--- config.mk ---
export PLATFORM = sky130hd
export DESIGN_NAME = fifo_read_drain
export DESIGN_NICKNAME = d
export VERILOG_FILES = /design/src/rtl/fifo_read_drain.sv
export SDC_FILE = /design/constraint.sdc
export NUM_CORES = 1
export LEC_CHECK = 0
export ABC_CLOCK_PERIOD_IN_PS = 5000
export CORE_ASPECT_RATIO = 1.4
export CORE_MARGIN = 8
export CORE_UTILIZATION = 50
export DETAILED_ROUTE_END_ITERATION = 12
export MAX_ROUTING_LAYER = met4
export PLACE_DENSITY = 0.77
export SLEW_MARGIN = 20
export SYNTH_ARGS = -nofsm -noshare
export SYNTH_HDL_FRONTEND = slang
export SYNTH_SLANG_ARGS = --single-unit
--- constraint.sdc ---
create_clock -name rclk -period 5 [get_ports rclk]
set_input_delay 1 -clock rclk [delete_from_list [all_inputs] [get_ports rclk]]
set_output_delay 1 -clock rclk [all_outputs]
set_load 0.01 [all_outputs]
--- src/rtl/fifo_read_drain.sv ---
// Read-domain drain engine for the async FIFO: pops a programmed number of words, forwards
// them through a 2-entry output buffer and checks them against an incrementing pattern.
module fifo_read_drain #(
   parameter int unsigned DATA_WIDTH = 8,
   parameter int unsigned LEN_WIDTH  = 16
) (
   input  logic                  rclk,
   input  logic                  rrst,
   input  logic                  start,
   input  logic [LEN_WIDTH-1:0]  len,
   input  logic [DATA_WIDTH-1:0] seed,
   input  logic                  rempty,
   input  logic [DATA_WIDTH-1:0] rdata,
   output logic                  rinc,
   output logic                  out_valid,
   input  logic                  out_ready,
   output logic [DATA_WIDTH-1:0] out_data,
   output logic                  busy,
   output logic                  done,
   output logic [LEN_WIDTH-1:0]  rd_count,
   output logic [LEN_WIDTH-1:0]  err_count,
   output logic                  err_flag
);

   localparam logic [LEN_WIDTH-1:0]  LenOne  = LEN_WIDTH'(1);
   localparam logic [DATA_WIDTH-1:0] DataOne = DATA_WIDTH'(1);

   typedef enum logic [1:0] {StIdle, StRead, StDrain, StDone} state_e;

   state_e                state_q;
   logic [LEN_WIDTH-1:0]  remaining_q;
   logic [LEN_WIDTH-1:0]  rd_count_q;
   logic [LEN_WIDTH-1:0]  err_count_q;
   logic [DATA_WIDTH-1:0] expected_q;
   logic                  err_flag_q;

   // Output buffer: buf0_q is always the head entry.
   logic [DATA_WIDTH-1:0] buf0_q;
   logic [DATA_WIDTH-1:0] buf1_q;
   logic [1:0]            count_q;

   logic buf_pop;
   logic buf_push;
   logic mismatch;
   logic buf_empty_next;

   always_comb begin
      buf_pop  = (count_q != 2'd0) && out_ready;
      // A full buffer may still accept a pop when its head leaves on the same edge.
      rinc     = (state_q == StRead) && !rempty && (remaining_q != '0) &&
                 ((count_q != 2'd2) || out_ready);
      buf_push = rinc;
      mismatch = (rdata != expected_q);
      buf_empty_next = (count_q == 2'd0) ||
                       ((count_q == 2'd1) && buf_pop && !buf_push);
   end

   always_ff @(posedge rclk) begin
      if (rrst) begin
         buf0_q  <= '0;
         buf1_q  <= '0;
         count_q <= 2'd0;
      end else begin
         case ({buf_push, buf_pop})
            2'b10: begin
               if (count_q == 2'd0) begin
                  buf0_q <= rdata;
               end else begin
                  buf1_q <= rdata;
               end
               count_q <= count_q + 2'd1;
            end
            2'b01: begin
               buf0_q  <= buf1_q;
               count_q <= count_q - 2'd1;
            end
            2'b11: begin
               if (count_q == 2'd1) begin
                  buf0_q <= rdata;
               end else begin
                  buf0_q <= buf1_q;
                  buf1_q <= rdata;
               end
            end
            default: ;
         endcase
      end
   end

   always_ff @(posedge rclk) begin
      if (rrst) begin
         state_q     <= StIdle;
         remaining_q <= '0;
         expected_q  <= '0;
         rd_count_q  <= '0;
         err_count_q <= '0;
         err_flag_q  <= 1'b0;
      end else begin
         unique case (state_q)
            StIdle: begin
               if (start) begin
                  remaining_q <= len;
                  expected_q  <= seed;
                  rd_count_q  <= '0;
                  err_count_q <= '0;
                  err_flag_q  <= 1'b0;
                  state_q     <= (len == '0) ? StDone : StRead;
               end
            end
            StRead: begin
               if (rinc) begin
                  remaining_q <= remaining_q - LenOne;
                  rd_count_q  <= rd_count_q + LenOne;
                  expected_q  <= expected_q + DataOne;
                  if (mismatch) begin
                     err_flag_q <= 1'b1;
                     if (err_count_q != '1) begin
                        err_count_q <= err_count_q + LenOne;
                     end
                  end
                  if (remaining_q == LenOne) begin
                     state_q <= StDrain;
                  end
               end
            end
            StDrain: begin
               if (buf_empty_next) begin
                  state_q <= StDone;
               end
            end
            StDone: begin
               state_q <= StIdle;
            end
            default: begin
               state_q <= StIdle;
            end
         endcase
      end
   end

   assign out_valid = (count_q != 2'd0);
   assign out_data  = buf0_q;
   assign busy      = (state_q != StIdle);
   assign done      = (state_q == StDone);
   assign rd_count  = rd_count_q;
   assign err_count = err_count_q;
   assign err_flag  = err_flag_q;

endmodule

==> flow_summary_export.csv, run 1 <==
group,metric,value,unit
sta,max_freq,0.2730,GHz
logic_synthesis,seq_area_frac_synth,35.57,%
critical_path,worstSetupPathType,"reg2out",
die,io-pin-count,82,
logic_synthesis,synthFlopType,"dfxtp_1",
sta,finalSetupTns,0,ns
power,leakage,1.999,nW
hold_path,hold_class,"reg2reg",
route,routed_wl,11780,um
die,rows,40,
global_routing,grt_usage,20.59,%
clocking,numCtsBuffers,9,
power,p_per_area,519.9,nW/um^2
global_routing,grt_max_degree,54,
clocking,cts_root_buffer,"clkbuf_16",
critical_path,r2r_slack,1.74,ns
sta,layout_min_cycle_time,3.663,ns
logic_synthesis,synth_top_family_by_area,"simple AND/OR/NAND/NOR gates",
logic_synthesis,synth_compound_gate_area_share,20.90,%
logic_synthesis,synthAdderAreaFrac,4.619,%
sta,skew,0.005873,ns
logic_synthesis,ys_warn_count,0,
clocking,clockBufferDepth,2,
global_routing,grt_pass1_wl,19690,um
critical_path,reg2reg_to,"err_count[8]",
die,fp.coreArea,8508,um^2
die,die_w,94.69,um
sta,finalSetupViolCount,0,
logic_synthesis,yosys_register_bits,77,
logic_synthesis,synthMuxAreaShare,3.522,%
finish,antenna_cells,0,
finish,final_core_util,64.44,%
clocking,hold_buffers,0,
route,ant_nets,0,
critical_path,crit_path_cell_trace,"inv_1 -> ha_1 -> nor2b_1 -> and2_1 -> nand2_1 -> inv_1 -> clkdlybuf4s50_1",
run_status,status,"finished, final reports clean",
clocking,ctsResizeCount,0,
critical_path,reg2regPathDepth,10,
logic_synthesis,synth_commonest_cells,"nor2_1 (78), dfxtp_1 (77), nand2_1 (61), o21ai_0 (24), a21oi_1 (23)",
critical_path,critPathMostFrequentCell,"inv_1",
global_routing,overflow,0,
logic_synthesis,syn_area,4334,um^2
critical_path,startpoint,"state_q[1]",
clocking,clk_latency,0.34,ns
sta,grt_setup_unrepaired,"no",
logic_synthesis,synth.most_common_cell,"nor2_1",
finish,area_delta_synth_final,26.50,%
clocking,htree_levels,3,
clocking,post_cts_buffers,0,
critical_path,cp-endpoint,"rinc",
critical_path,arrival,2.66,ns
global_routing,antenna_found_initial,0,
critical_path,r2r_start,"state_q[1]",
placed_design,io_buffers,81,
critical_path,path_max_fanout,19,
route,avgViaCountPerCell,5.898,
critical_path,start_kind,"flip-flop",
critical_path,crit_slowest_cell,"ha_1",
route,firstDrtPassIters,5,
critical_path,critPathRequiredTime,4.00,ns
logic_synthesis,syn_nets,594,
logic_synthesis,syn_area_per_cell,8.011,um^2
logic_synthesis,synth-edff-count,0,
logic_synthesis,synthTopCellsByArea,"dfxtp_1 (36%), nor2_1 (6.8%), nand2_1 (5.3%)",
clocking,cts_tree,"yes",
finish,fin_nets,662,
clocking,clk_pin_slew,0.06,ns
die,die_y,126.2,um
route,drt-initial-drc-count,246,
placed_design,gp_congestion,0.8829,
sta,finalHoldViolCount,0,
die,initial_core_util,50.94,%
critical_path,critPathCaptureType,"output port",
sta,worst_pin_slew,1.017,ns
logic_synthesis,synth_cell_types,61,
logic_synthesis,netlist_instances,541,
route,vias,4235,
finish,fillers,729,
die,dieArea,11950,um^2
logic_synthesis,yosys.area_share.simple,26.39,%
finish,drive_above_1_share,5.383,%
logic_synthesis,synth_top_area_share,35.57,%
placed_design,hpwl,8434,um
route,avgRoutedWirePerCell,16.41,um
logic_synthesis,yosys.area.top_type,"dfxtp_1",
logic_synthesis,synthArstFlopShare,0,%
sta,drv_slew,0,
power,irDropWorstVdd,0.3563,mV
job,maxCapViolations,0,
logic_synthesis,synth_xor_area_share,4.648,%
sta,fin_crit_sh,73.27,%
route,drc,0,
global_routing,grt_pass1_vias,4148,
clocking,cts.sinks,77,
sta,timing.slew.headroom,32.04,%
critical_path,cpPeakStageDelay,0.64,ns
-- flip-flops by register name (all words and copies together) (netlist names) --
name         cells
remaining_q     16
count_q          2
rd_count        16
err_flag         1
expected_q       8
out_data         8
err_count       16
state_q          2
buf1_q           8
-- cell type report --
cell class | count | area, um^2 | share of cell area, %
Multi-Input combinational cell | 418 | 2604 | 47.49
Clock buffer | 11 | 232.7 | 4.245
Inverter | 19 | 71.32 | 1.301
Timing Repair Buffer | 84 | 828.3 | 15.11
Sequential cell | 77 | 1541 | 28.12
Clock inverter | 4 | 73.82 | 1.346
Tap cell | 105 | 131.4 | 2.396
-- through the flow --
step,setup slack (ns),instances,hold WS (ns),instance area [um^2],power [W]
floorplan,2.308,541,0.4571,4334,0.001792
global placement,1.495,703,0.4709,5176,0.002134
detailed placement,1.433,703,0.4629,5176,0.002163
CTS,1.348,718,0.4858,5483,0.002856
global route,1.117,718,0.5131,5483,0.003063
finish,1.337,718,0.4841,5483,0.002851
-- power by group --
group          internal (W)  switching, W
logic              0.000518      0.000784
registers          0.000745      0.000122
clock network      0.000434      0.000247
-- layer usage --
metal  part of all wire [%]  GRT usage (%)  vias up
li1                       -              -     2101
met2                     49          33.33      138
met1                     43          23.97     1979
met5                      0              -        -
met4                    2.0          8.395        0
met3                    6.0          4.340       17
-- critical path: cells and delay by family, from the launching register on --
family | cells | cell delay (ns)
and+or+nand+nor | 3 | 0.53
adders and majority gates | 1 | 0.64
buffers and inverters | 3 | 0.82
DFF | 1 | 0.34
-- cells in the final DEF, fill, tap and decap left out, types with 13 or more instances in the layout --
master	Yosys	routed
o21ai_0	24	24
dfxtp_1	77	77
nand4_1	14	14
mux2i_1	13	13
inv_1	18	18
a22oi_1	16	16
a21oi_1	23	23
nand2_1	61	61
nor4_1	14	14
a211oi_1	14	14
ha_1	16	16
nor2_1	78	78
clkdlybuf4s50_1	0	80
xor2_1	18	18
-- worst min path at each step --
stage / start / end / cells after the start
finish: err_flag / err_flag / 2
global route: remaining_q[12] / remaining_q[12] / 2
CTS: remaining_q[15] / remaining_q[15] / 2
detailed placement: err_flag / err_flag / 2
global placement: remaining_q[15] / remaining_q[15] / 2
floorplan: remaining_q[12] / remaining_q[12] / 2
-- cells by family after synthesis --
logic type	Yosys count
compound gates	128
buf+inv	46
fa+ha+maj	16
flops	77
xor+xnor	23
simple gates	236
mux	15
No activity file was read; power rests on OpenSTA's default activity.
==> run 2, diff against run 1 <==
Settings changed: ABC_CLOCK_PERIOD_IN_PS 5000 to 3800.
Clock period 5 ns to 3.8 ns, I/O delays scaled along.
==> run 2 against run 1 <==
Compared with the run above: via count up 1.5%; count of clock-buffer cells in the layout unchanged; power up 34%; clock skew up 0.0026 ns; die area unchanged; highest routed layer unchanged; core utilization up 0.68 points; sequential power up 31%; setup slack worse by 0.81 ns; hold slack better by 0.0081 ns.
==> flow_summary_export.csv, run 2 (synthesized netlist as in run 1, its figures left out) <==
group,metric,value,unit
run_status,status,"finished, final reports clean",
critical_path,cp_num_buf_inv,4,
power,irDropWorstVdd,0.6512,mV
global_routing,overflow,0,
sta,worst_pin_slew,0.5783,ns
power,p_per_area,687.0,nW/um^2
sta,layout_min_cycle_time,3.276,ns
sta,fin_crit_sh,86.21,%
power,leakage,2.031,nW
global_routing,grt_usage,20.68,%
finish,final_core_util,65.12,%
sta,finalSetupTns,0,ns
die,initial_core_util,50.94,%
job,maxCapViolations,0,
route,drt-initial-drc-count,363,
clocking,cts_tree,"yes",
finish,drive_above_1_share,6.924,%
placed_design,hpwl,8714,um
route,avgRoutedWirePerCell,16.74,um
clocking,htree_levels,3,
critical_path,cpPeakStageDelay,0.56,ns
clocking,clockBufferDepth,2,
global_routing,antenna_found_initial,0,
power,p_switching,0.001567,W
power,power.internal,0.002239,W
die,rows,40,
finish,fin_cells,726,
global_routing,grt_pass1_wl,19710,um
clocking,hold_buffers,0,
die,io-pin-count,82,
global_routing,grt_max_degree,53,
sta,max_freq,0.3053,GHz
route,ant_nets,0,
power,pwr-share-clk,23.6,%
power,swShare,41.17,%
critical_path,critPathRequiredTime,3.04,ns
power,pwr-share-seq,30.0,%
critical_path,arrival,2.52,ns
clocking,numCtsBuffers,9,
placed_design,gp_congestion,0.9000,
finish,antenna_cells,0,
sta,drv_slew,0,
route,avgViaCountPerCell,5.920,
sta,finalHoldViolCount,0,
finish,area_delta_synth_final,27.83,%
sta,fin_hold_ws,0.4922,ns
hold_path,hold_class,"reg2reg",
finish,layout_commonest_cell,"clkdlybuf4s50_1",
critical_path,start_kind,"flip-flop",
global_routing,grt_pass1_vias,4133,
sta,timing.final.ws_setup,0.5240,ns
die,die_w,94.69,um
die,dieArea,11950,um^2
critical_path,critPathCaptureType,"output port",
placed_design,io_buffers,81,
clocking,cts_root_buffer,"clkbuf_16",
clocking,post_cts_buffers,0,
placed_design,dp_cells,710,
power,combinationalPowerShare,46.4,%
route,firstDrtPassIters,5,
critical_path,crit_slowest_cell,"clkdlybuf4s50_1",
critical_path,path_max_fanout,6,
critical_path,critPathMostFrequentCell,"inv_1",
sta,grt_setup_unrepaired,"no",
sta,finalSetupViolCount,0,
critical_path,crit_path_cell_trace,"inv_1 -> ha_1 -> nor3b_2 -> buf_4 -> nand4_1 -> nand2_1 -> inv_1 -> clkdlybuf4s50_1",
die,die_y,126.2,um
critical_path,cpLargestDelayFamily,"buffers and inverters",
finish,layout_common_cells,"clkdlybuf4s50_1 (80), nor2_1 (78), dfxtp_1 (77)",
clocking,clk_pin_slew,0.06,ns
placed_design,place_ws,0.7053,ns
finish,fin_nets,669,
clocking,cts.sinks,77,
route,routed_wl,12150,um
die,fp.coreArea,8508,um^2
clocking,ctsResizeCount,0,
route,vias,4298,
sta,timing.slew.headroom,61.44,%
route,drc,0,
critical_path,worstSetupPathType,"reg2out",
clocking,clk_latency,0.34,ns
sta,skew,0.008464,ns
[run 2: cell count changes in the layout (fill, tap and decap cells not counted), sizes merged]
cell / before / now
clkinvlp: 0 / 2
bufinv: 2 / 1
buf: 4 / 11
[run 2: per-stage QoR]
step | total power (W) | area (um^2)
detailed placement | 0.002897 | 5229
finish | 0.003806 | 5540
global placement | 0.002846 | 5229
CTS | 0.003795 | 5540
global route | 0.004058 | 5540
floorplan | 0.002358 | 4334
[run 2: path summary, 6_finish.rpt]
check,from,endpoint,slack (ns),depth (start not counted)
worst min-delay path,remaining_q[15],remaining_q[15],0.49,2
worst min register to register,remaining_q[15],remaining_q[15],0.49,2
worst max-delay path,remaining_q[0],rinc,0.52,8
worst max register to register,remaining_q[0],buf1_q[0],0.93,12
[run 2: final cells by class]
cell class              instances  area, um^2
clock buffers                  11       252.7
clock inverters                 5       58.81
fillers                       727        2968
inverters                      19       71.32
multi-input cells             418        2604
flip-flops and latches         77        1541
well taps                     105       131.4
repair buffers                 91       880.8
[run 2: power groups by stage]
stage          clock, W  combinational, W  sequential [W]
3_5_place_dp          0           0.00174         0.00116
4_1_cts        0.000898           0.00176         0.00114
6_report       0.000897           0.00177         0.00114
2_1_floorplan         0           0.00122         0.00114
5_1_grt        0.000931           0.00196         0.00117
3_3_place_gp          0           0.00170         0.00115
[run 2: layer usage]
metal | global-route usage [%] | share of wire (%) | up-vias | routed length, um
li1 | - | - | 2117 | -
met1 | 24.49 | 43 | 2011 | 5227
met2 | 33.09 | 49 | 146 | 5988
met3 | 4.281 | 5.5 | 24 | 671
met4 | 8.395 | 2.2 | 0 | 265
met5 | - | 0 | - | 0
[run 2: worst register-to-register path, cell delays in order (launching register included)]
cell and delay [ns]:
dfxtp_1 0.35, inv_1 0.11, ha_1 0.21, nor3b_2 0.18
buf_4 0.17, nand4_1 0.28, nand2_1 0.25, inv_1 0.11
ha_1 0.24, nand2_1 0.09, o211a_1 0.40, mux2i_1 0.28
nor2_1 0.07
